## config.mk

```make
export PLATFORM = sky130hd
export DESIGN_NAME = sensor_conditioner
export DESIGN_NICKNAME = d
export VERILOG_FILES = /design/src/rtl/sensor_pkg.sv /design/src/rtl/sync_2ff.sv /design/src/rtl/sensor_conditioner.sv
export SDC_FILE = /design/constraint.sdc
export NUM_CORES = 1
export LEC_CHECK = 0
export ABC_CLOCK_PERIOD_IN_PS = 2300
export BUFFER_PORTS_ARGS = -buffer_cell sky130_fd_sc_hd__buf_2
export CAP_MARGIN = 10
export CORE_MARGIN = 8
export CORE_UTILIZATION = 45
export CTS_CLUSTER_DIAMETER = 80
export DETAILED_ROUTE_END_ITERATION = 10
export PLACE_DENSITY_LB_ADDON = 0.2
export SYNTH_ARGS = -nofsm -noshare
export SYNTH_HDL_FRONTEND = slang
export SYNTH_SLANG_ARGS = --single-unit
```

## constraint.sdc

```tcl
create_clock -name clk -period 2.3 [get_ports clk]
set_input_delay 0.23 -clock clk [delete_from_list [all_inputs] [get_ports clk]]
set_output_delay 0.23 -clock clk [all_outputs]
set_load 0.005 [all_outputs]
```

## src/rtl/sensor_pkg.sv

```systemverilog
// -----------------------------------------------------------------------------
// sensor_pkg
// Shared definitions for the street-B sensor conditioner:
//   - state_t     : FSM state encoding (IDLE, ARMING, REQ, SERVED)
//   - DEF_DEBOUNCE_CYCLES / DEF_CNT_W : default parameter values
//   - DB_W        : width of the debounce counter (covers 1..255)
// -----------------------------------------------------------------------------
package sensor_pkg;

    typedef enum logic [1:0] {
        IDLE   = 2'd0,
        ARMING = 2'd1,
        REQ    = 2'd2,
        SERVED = 2'd3
    } state_t;

    localparam int DEF_DEBOUNCE_CYCLES = 4;
    localparam int DEF_CNT_W           = 8;
    localparam int DB_W                = 8;

endpackage : sensor_pkg

```

## src/rtl/sync_2ff.sv

```systemverilog
// -----------------------------------------------------------------------------
// sync_2ff
// Two-flop synchronizer for a single asynchronous bit.
// Ports:
//   clk : clock
//   rst : synchronous active-high reset, clears both flops
//   d   : asynchronous input
//   q   : synchronized output, lags d by two rising edges
// -----------------------------------------------------------------------------
module sync_2ff (
    input  logic clk,
    input  logic rst,
    input  logic d,
    output logic q
);

    logic r_meta;
    logic r_sync;

    always_ff @(posedge clk) begin
        if (rst) begin
            r_meta <= 1'b0;
            r_sync <= 1'b0;
        end else begin
            r_meta <= d;
            r_sync <= r_meta;
        end
    end

    assign q = r_sync;

endmodule : sync_2ff

```

## src/rtl/sensor_conditioner.sv

```systemverilog
// -----------------------------------------------------------------------------
// sensor_conditioner
// Conditions the raw street-B vehicle detector into a clean, latched vehicle
// request for signal_vm, and counts accepted arrivals.
// Ports:
//   clk       : clock, all state updates on the rising edge
//   rst       : synchronous active-high reset
//   raw_b     : raw detector input (asynchronous, may bounce)
//   Bgo       : street-B green indication from signal_vm
//   b         : registered vehicle request (high only in REQ)
//   arming    : high while a candidate arrival is being debounced
//   car_count : saturating count of accepted arrivals
// Configuration macro:
//   SENSOR_COUNT_EN : when defined, car_count is a saturating counter;
//                     otherwise car_count is tied to 0 and no counter exists.
// -----------------------------------------------------------------------------
module sensor_conditioner
    import sensor_pkg::*;
#(
    parameter int DEBOUNCE_CYCLES = DEF_DEBOUNCE_CYCLES,
    parameter int CNT_W           = DEF_CNT_W
) (
    input  logic             clk,
    input  logic             rst,
    input  logic             raw_b,
    input  logic             Bgo,
    output logic             b,
    output logic             arming,
    output logic [CNT_W-1:0] car_count
);

    localparam logic [DB_W:0] DB_TARGET = (DB_W+1)'(DEBOUNCE_CYCLES);

    logic            w_b_sync;
    state_t          r_state;
    state_t          w_state_nxt;
    logic [DB_W-1:0] r_db_cnt;
    logic [DB_W-1:0] w_db_nxt;
    logic [DB_W:0]   w_db_inc;
    logic            w_accept;
    logic            r_b;
    logic            r_arming;

    sync_2ff u_sync (
        .clk (clk),
        .rst (rst),
        .d   (raw_b),
        .q   (w_b_sync)
    );

    // Extra bit keeps the compare free of wrap-around at DEBOUNCE_CYCLES=255.
    assign w_db_inc = {1'b0, r_db_cnt} + {{DB_W{1'b0}}, 1'b1};

    always_comb begin
        w_state_nxt = r_state;
        w_db_nxt    = r_db_cnt;
        w_accept    = 1'b0;
        case (r_state)
            IDLE: begin
                if (w_b_sync) begin
                    if (DEBOUNCE_CYCLES == 1) begin
                        // A single high sample is already enough: accept now.
                        w_accept    = 1'b1;
                        w_db_nxt    = '0;
                        w_state_nxt = Bgo ? SERVED : REQ;
                    end else begin
                        w_db_nxt    = {{(DB_W-1){1'b0}}, 1'b1};
                        w_state_nxt = ARMING;
                    end
                end
            end
            ARMING: begin
                if (!w_b_sync) begin
                    w_db_nxt    = '0;
                    w_state_nxt = IDLE;
                end else if (w_db_inc >= DB_TARGET) begin
                    w_accept    = 1'b1;
                    w_db_nxt    = '0;
                    // Already green: the vehicle is served without a request.
                    w_state_nxt = Bgo ? SERVED : REQ;
                end else begin
                    w_db_nxt    = w_db_inc[DB_W-1:0];
                end
            end
            REQ: begin
                // Request is latched; only the green indication releases it.
                if (Bgo) begin
                    w_state_nxt = SERVED;
                end
            end
            SERVED: begin
                if (!Bgo) begin
                    if (w_b_sync) begin
                        w_db_nxt    = {{(DB_W-1){1'b0}}, 1'b1};
                        w_state_nxt = ARMING;
                    end else begin
                        w_state_nxt = IDLE;
                    end
                end
            end
            default: begin
                w_db_nxt    = '0;
                w_state_nxt = IDLE;
            end
        endcase
    end

    always_ff @(posedge clk) begin
        if (rst) begin
            r_state  <= IDLE;
            r_db_cnt <= '0;
            r_b      <= 1'b0;
            r_arming <= 1'b0;
        end else begin
            r_state  <= w_state_nxt;
            r_db_cnt <= w_db_nxt;
            r_b      <= (w_state_nxt == REQ);
            r_arming <= (w_state_nxt == ARMING);
        end
    end

    assign b      = r_b;
    assign arming = r_arming;

`ifdef SENSOR_COUNT_EN
    logic [CNT_W-1:0] r_car_cnt;

    always_ff @(posedge clk) begin
        if (rst) begin
            r_car_cnt <= '0;
        end else if (w_accept && (r_car_cnt != {CNT_W{1'b1}})) begin
            r_car_cnt <= r_car_cnt + {{(CNT_W-1){1'b0}}, 1'b1};
        end
    end

    assign car_count = r_car_cnt;
`else
    logic w_unused_accept;

    assign w_unused_accept = w_accept;
    assign car_count       = '0;
`endif

endmodule : sensor_conditioner

```

==> results of run 1 <==
routing by layer:
metal | vias to the layer above | global-route usage
met5 | - | 0
met4 | 0 | 0.0480
met3 | 2 | 0.0241
met2 | 15 | 0.142
li1 | 258 | -
met1 | 241 | 0.0992
where the power goes:
| group | switching [mW] | internal, mW | total [mW] | leakage, nW |
|---|---|---|---|---|
| clock network | 0.0776 | 0.0608 | 0.138 | 0.0138 |
| logic | 0.0134 | 0.00825 | 0.0217 | 0.172 |
| registers | 0.00364 | 0.246 | 0.249 | 0.113 |
synth_stat cells (all sizes together), types with 2 or more instances:
cell type,instances
a211oi,2
and2,5
buf,8
dfxtp,14
ha,2
inv,3
nand2,2
nand2b,4
nand3b,2
nor2,6
nor2b,3
nor3,3
o22ai,2
stage by stage:
| step | util | power (mW) | std cells |
|---|---|---|---|
| 2_1_floorplan | - | 0.280 | 81 |
| 3_3_place_gp | 0.473 | 0.276 | 93 |
| 3_5_place_dp | 0.473 | 0.276 | 93 |
| 4_1_cts | 0.489 | 0.417 | 96 |
| 5_1_grt | 0.489 | 0.427 | 96 |
| 6_report | 0.489 | 0.409 | 96 |
cells by family (layout without fill, tap and decap cells):
logic type | Yosys count | count (layout) | share of synthesized area
buffers and inverters | 12 | 11 | 0.110
DFF | 14 | 14 | 0.412
other | 1 | 8 | 0.00551
AOI/OAI and AO/OA | 15 | 15 | 0.184
and+or+nand+nor | 30 | 30 | 0.252
adders and majority gates | 2 | 2 | 0.0368
final cells by class:
class | instances | area share
Multi-Input combinational cell | 55 | 0.495
Sequential cell | 14 | 0.394
Clock buffer | 3 | 0.0317
Inverter | 3 | 0.0158
Timing Repair Buffer | 5 | 0.0352
Tap cell | 16 | 0.0282
worst register-to-register path: stages (launching register included):
cell and delay, ps:
sky130_fd_sc_hd__dfxtp_1 370, sky130_fd_sc_hd__ha_1 280, sky130_fd_sc_hd__nor3_1 150, sky130_fd_sc_hd__a31oi_1 60, sky130_fd_sc_hd__or4_1 490, sky130_fd_sc_hd__a211oi_2 210
registers in the layout, indices dropped and copies added (netlist names):
name and flops:
r_state 2, b 1, r_db_cnt 8, arming 1, u_sync.q 1, u_sync.r_meta 1
path summary, 6_finish.rpt:
kind | endpoint | slack, ps | cells after the start
worst min register to register | u_sync.q$_SDFF_PP0_ | 440 | 1
worst max register to register | r_db_cnt[0]$_SDFFE_PP0P_ | 670 | 5
worst min-delay path | u_sync.r_meta$_SDFF_PP0_ | 160 | 2
worst max-delay path | r_db_cnt[0]$_SDFFE_PP0P_ | 670 | 5
==> run summary, run 1 <==
Summed over all failing endpoints, the final setup total negative slack is 0 ps. On the critical path the largest part of the delay comes from simple AND/OR/NAND/NOR gates. Counting along the longest clock path gives a buffer depth of 2. The highest ir drop seen on vdd came out at 0.312 mV. The cell count after synthesis is 74. The initial utilization of the core area, before any placement, comes to 0.468.

The average size of a mapped cell is 9.20 µm². The worst setup path is launched from a flop. In this run the worst setup path begins at r_db_cnt[0]$_SDFFE_PP0P_. In this run the remaining antenna-violating nets after routing total 0. The fmax came out at 614 MHz. For this design, the slowest cell found on the critical path is sky130_fd_sc_hd__or4_1. For this block, wires on met1 add up to 547 µm. The count of endpoints failing setup in the final report came out at 0.

The number of design rule violations left after detail routing is 0. The number of pins with negative max-slew slack in the final report is 0. The number of DRC violations after detailed-routing iteration 0 came out at 1. The overall die area is 0.00301 mm². The share of Yosys cell area claimed by the top area cell type came out at 0.412. Across every metal layer, demand over resource in global routing totals 0.0863. The combined buffer and inverter count along the critical path is 0. The fill cell total of the finished layout came out at 137. The buffer count from post-CTS setup fixing came out at 0.

The source of the worst hold timing path is raw_b. The final hold slack came out at 156 ps. The worst setup margin came out at 671 ps. The HPWL reported at the end of detailed placement is 871 µm. The post-place instance area is 688 µm². The data arrival at the endpoint of the critical path came out at 1840 ps. The first-pass GRT wire length is 1.92 mm. The wire length reported by the detailed router is 1.18 mm. Entering global routing, the biggest net connects 11 pins. The final critical path time including I/O delays and setup came out at 1630 ps. The pre-CTS worst setup slack is 675 ps. The number of vias per cell came out at 5.38. The floorplan core area is 0.00145 mm². In this run the number of H-tree levels came out at 1.

The total number of yosys warnings is 0. After clock tree synthesis, the flow added hold-fix buffers numbering 0. The total length of routed met3 wires is 115 µm. The largest area contributor in the synthesized netlist is sky130_fd_sc_hd__dfxtp_1. The number of placed I/O pins is 14. Counting flops and latches in the post-synthesis netlist gives 14. The tightest min-delay check is of the in -> reg type.

The number of hold violations in the final report came out at 0. After synthesis, the share of flip-flops with an asynchronous set or reset is 0. In the final layout, flip-flops and latches occupy 280 µm². The top cell types in the final layout, fill and taps aside, are sky130_fd_sc_hd__dfxtp_1 (14), sky130_fd_sc_hd__conb_1 (8), sky130_fd_sc_hd__nor2_1 (6). The routed layout has 516 vias. Clock tree synthesis found a total of 14 sinks. The total number of placement rows is 14.

The share of the yosys chip area belonging to registers is 0.412. The wire length on met2 is 489 µm. The most common cell after layout, fill and taps aside is sky130_fd_sc_hd__dfxtp_1. The flow ran to the end, and the final reports show no timing, DRC or antenna violations. For this design the static power due to leakage is 0.299 nW. The cell area after layout came out at 711 µm². The portion of the clock cycle consumed by the worst path in the final layout is 0.708. The dominant synthesized flop cell is sky130_fd_sc_hd__dfxtp_1.

The count of instances resized after the clock tree is built came out at 0. Traced cell by cell, the critical path runs through ha_1 > nor3_1 > a31oi_1 > or4_1 > a211oi_2. The worst setup path is captured at a flop. The setup path with the least slack is of type reg -> reg.

The maximum fanout encountered on the critical timing path came out at 7. Clock tree synthesis selected as its root buffer the cell sky130_fd_sc_hd__clkbuf_4. The count of cell types in the netlist came out at 32. The number of inserted diodes is 0. The weighted congestion reported at the end of routability-driven placement is 0.753. The number of clock buffers inserted by TritonCTS is 3. The vertical die dimension came out at 54.9 µm.

The worst clock skew came out at 1.39 ps. The synthesis-to-finish area growth came out at 4.41%. The proportion of layout cells with a drive suffix above 1 came out at 0.150. The top routing layer in use is met4. The via count of the first global-routing pass came out at 485.

The net count reported at finish is 88. The count of input and output buffers is 5. Setup repair after global routing left no endpoint under its margin. The average detailed-routed wire length per instance came out at 12.3 µm. The power per cell area came out at 576 mW/mm².

The data required time at the worst endpoint is 2510 ps. The count of maximum capacitance violations is 0. Summing all multi-input logic gate instances after layout gives 352 µm². The CTS tree is done. The initial antenna violation count is 0. The startpoint identified for the worst register-to-register timing path is r_db_cnt[0]$_SDFFE_PP0P_.

Clock-pin slew was measured on the worst setup and hold paths at 80 ps. The horizontal die dimension is 54.9 µm. The number of iterations in the first detailed-routing pass came out at 4. The synthesized design contains 0 enable-type register cells. After synthesis, the cell types taking the most area are sky130_fd_sc_hd__dfxtp_1 (41%), sky130_fd_sc_hd__buf_4 (8.8%), sky130_fd_sc_hd__a211oi_2 (3.7%).

For this run the aggregate overflow at the end of global routing stands at 0. The largest incremental delay on the critical path came out at 490 ps. The netlist area before placement is 681 µm². The clock insertion delay at the later pin of the skew report came out at 280 ps.
(Power assumes the default switching activity.)
==> run 2: changes to the inputs <==
--- a/config.mk
+++ b/config.mk
@@ -5,7 +5,8 @@
 export SDC_FILE = /design/constraint.sdc
 export NUM_CORES = 1
 export LEC_CHECK = 0
-export ABC_CLOCK_PERIOD_IN_PS = 2300
+export ABC_AREA = 1
+export ABC_CLOCK_PERIOD_IN_PS = 1600
 export BUFFER_PORTS_ARGS = -buffer_cell sky130_fd_sc_hd__buf_2
 export CAP_MARGIN = 10
 export CORE_MARGIN = 8
==> constraint.sdc (replaced) <==
create_clock -name clk -period 1.6 [get_ports clk]
set_input_delay 0.16 -clock clk [delete_from_list [all_inputs] [get_ports clk]]
set_output_delay 0.16 -clock clk [all_outputs]
set_load 0.005 [all_outputs]
==> run summary, run 2 <==
The flow ran to the end, and the final reports show no timing, DRC or antenna violations. The maximum number of pins on one net before global-route repair came out at 9. Once layout is complete, the utilization of the core stands at 0.497.

The number of pins with negative max-slew slack in the final report was 0. The total number of yosys warnings came out at 0. The net count of the finished layout is 109.

Routability-driven placement finished with a final weighted congestion of 0.768. The number of hold violations in the final report is 0. The number of DRC violations after detailed-routing iteration 0 came out at 7.

The aggregate global routing overflow is 0. The data required time at the worst endpoint came out at 1780 ps. The number of synthesized flops with an enable pin is 0.

The reported leakage power is 0.377 nW. Counting flops with an async set or reset pin after synthesis yields a share of 0. The via count of the first global-routing pass is 507.

The number of flip-flops in the largest register is 8. The count of maximum capacitance violations came out at 0. The global routing met2 resource utilization came out at 0.143. The number of buffers on the longest clock path came out at 2. The proportion of layout cells with a drive suffix above 1 is 0.206. The element type at the critical path end is a flop.

The slowest stage of the critical path belongs to the cell sky130_fd_sc_hd__dfxtp_1. The share of the synthesized area in compound gates (AO/OA/AOI/OAI) was 0.0750. The number of nets with antenna violations after detailed routing came out at 0. The worst hold path begins at raw_b.

In the synthesized netlist the dominant register cell turns out to be sky130_fd_sc_hd__dfxtp_1. The number of design rule violations left after detail routing is 0. The power per cell area is 871 mW/mm². The fmax came out at 748 MHz. In this run the number of H-tree levels came out at 1. The horizontal die dimension is 55 µm. The most instantiated library cell after synthesis is sky130_fd_sc_hd__nand2_1. The CTS tree is done.

Of the synthesized area, sequential elements account for 0.410. The number of iterations in the first detailed-routing pass came out at 4. The largest area contributor in the synthesized netlist is sky130_fd_sc_hd__dfxtp_1. The count of cell types in the netlist is 21. Clock latency on the worst-skew pair, taken at its later pin, is 280 ps. The kind of path behind the tightest hold check is in -> reg.

The number of placed I/O pins came out at 14. The count of hold buffers inserted by post-cts repair came out at 0. The combined global-route utilization of all metal layers is 0.0898. After clock tree synthesis, the repair step resized 0 gates. The initial core utilization is 0.465. In the final layout, the registers with the most flip-flops are r_db_cnt (8), r_state (2). For this run, the slowest stage of the critical path takes 420 ps. The area growth from synthesis to layout is 6.95%. The setup path with the least slack is of type reg -> reg. The initial antenna violation count came out at 0. The netlist area before placement came out at 684 µm².

The average detailed-routed wire length per instance came out at 9.71 µm. The final hold slack came out at 84.0 ps. The number of inserted diodes is 0. After synthesis, the share of cell area in mux cells is 0.

The total area of sequential cells is 280 µm². The portion of the clock cycle consumed by the worst path in the final layout came out at 0.835. The HPWL reported at the end of detailed placement is 930 µm.

The post-synthesis share of cell area spent on xor and xnor gates is 0. The average size of a mapped cell is 7.28 µm². The sort of element at the start of the critical path is a flop.

The via count of the routed design came out at 531. The final setup TNS came out at 0 ps. The worst register-to-register path begins at r_db_cnt[0]$_SDFFE_PP0P_. The count of endpoints failing setup in the final report came out at 0. Yosys attributes the largest share of cell area to sky130_fd_sc_hd__dfxtp_1 (41%), sky130_fd_sc_hd__nand2_1 (11%), sky130_fd_sc_hd__buf_4 (8.8%).

In the layout the commonest cells are sky130_fd_sc_hd__nand2_1 (20), sky130_fd_sc_hd__dfxtp_1 (14), sky130_fd_sc_hd__inv_1 (13). In the global route stage, met3 resource usage came out at 0.0187. The global routing met1 resource utilization came out at 0.0968.

Traced cell by cell, the critical path runs through ha_1 > inv_1 > nand2_1 > nand2_1 > nor2_2 > nand3_1 > nand2_1 > nand2_1 > nand2_1 > nor2_1. Summed over all layers, the routed wires come to 1.15 mm. The smallest clock period supported by the final layout is computed as 1340 ps. The vertical die dimension came out at 55 µm.

By area, the combinational part of the netlist is dominated by simple AND/OR/NAND/NOR gates. The overall die area came out at 0.00303 mm². Port buffering added 5 buffers.

By count the netlist is led by sky130_fd_sc_hd__nand2_1 (20), sky130_fd_sc_hd__dfxtp_1 (14), sky130_fd_sc_hd__inv_1 (13). The region available for standard cell placement spans 0.00147 mm². The buffer count from post-CTS setup fixing came out at 0. The first-pass GRT wire length is 1.97 mm. Data arrives at the worst endpoint at 1520 ps. The post-synthesis adder-cell area fraction came out at 0.0366. By instance count, the cell type seen most on the critical path is sky130_fd_sc_hd__nand2_1. The cell count after synthesis came out at 94. The beginning of the critical path is r_db_cnt[0]$_SDFFE_PP0P_.

In this run the worst path has a maximum fanout of 5. The worst clock skew is 4.76 ps. The library cell used most frequently in the layout, excluding fill and tap cells, is sky130_fd_sc_hd__nand2_1. The clock root buffer is sky130_fd_sc_hd__clkbuf_4.

Setup repair after global routing left no endpoint under its margin. The most flop-heavy register is r_db_cnt. After clock tree synthesis, the clock-pin slew on the worst setup and hold paths is 80 ps.

The number of clock buffers added by TritonCTS is 3. The simple-gate share of the synthesized area is 0.293. Clock tree synthesis found a total of 14 sinks. Of the post-synthesis cell area, the dominant cell type holds 0.410. After global routing, the most crowded layer is met2. The fill cell total of the finished layout came out at 161.

The highest ir drop seen on vdd is 0.610 mV. The synthesized design contains 14 register bits. The area taken by multi-input logic gates is 307 µm². In the routed layout, each cell is associated on average with a via count of 4.50.

The total number of placement rows came out at 14.
-- run 2: per-layer routing --
metal  routed length, µm  vias to the layer above
met5                   0                        -
met4                  42                        0
met3                  72                        5
met2                 510                       12
met1                 520                      230
li1                    -                      284
-- run 2: kinds of logic (layout without fill, tap and decap cells) --
group                    after synthesis  count (layout)
adder cells (fa/ha/maj)                2               2
buffers and inverters                 25              26
AO/OA/AOI/OAI                          8               8
AND/OR/NAND/NOR                       44              44
other                                  1               8
flip-flops                            14              14
-- run 2: metrics by stage --
stage / std cells / power [mW] / cell area, µm² / setup WS [ps]
final: 118 / 0.637 / 732 / 264
after detailed placement: 114 / 0.399 / 696 / 284
after floorplan: 101 / 0.402 / 711 / 403
after global routing: 118 / 0.674 / 732 / 131
after global placement: 114 / 0.398 / 696 / 288
after CTS: 118 / 0.648 / 732 / 270
-- run 2: power by group --
part | internal (mW) | total, mW | leakage [nW] | switching (mW)
registers | 0.354 | 0.360 | 0.114 | 0.00559
logic | 0.00947 | 0.0311 | 0.243 | 0.0216
clock network | 0.138 | 0.247 | 0.0210 | 0.108
total | 0.502 | 0.637 | 0.377 | 0.135
-- run 2: layout make-up --
type                       instances  area share
multi-input combinational         62       0.419
sequential                        14       0.383
inverter                          17      0.0872
clock buffer                       4      0.0496
timing repair buffer               5      0.0342
tap                               16      0.0274
-- run 2: path summary, 6_finish.rpt --
check,endpoint,slack [ps],cells after the start
setup / recovery,b$_SDFF_PP0_,260,10
hold / removal,u_sync.r_meta$_SDFF_PP0_,80,3
setup reg to reg,b$_SDFF_PP0_,260,10
hold reg to reg,u_sync.q$_SDFF_PP0_,410,2
-- run 2: worst max-delay path: cells and delay by family, from the launching register on --
kind,cells,cell delay (ps)
adders and majority gates,1,220
buffers and inverters,1,70
DFF,1,420
and+or+nand+nor,8,540
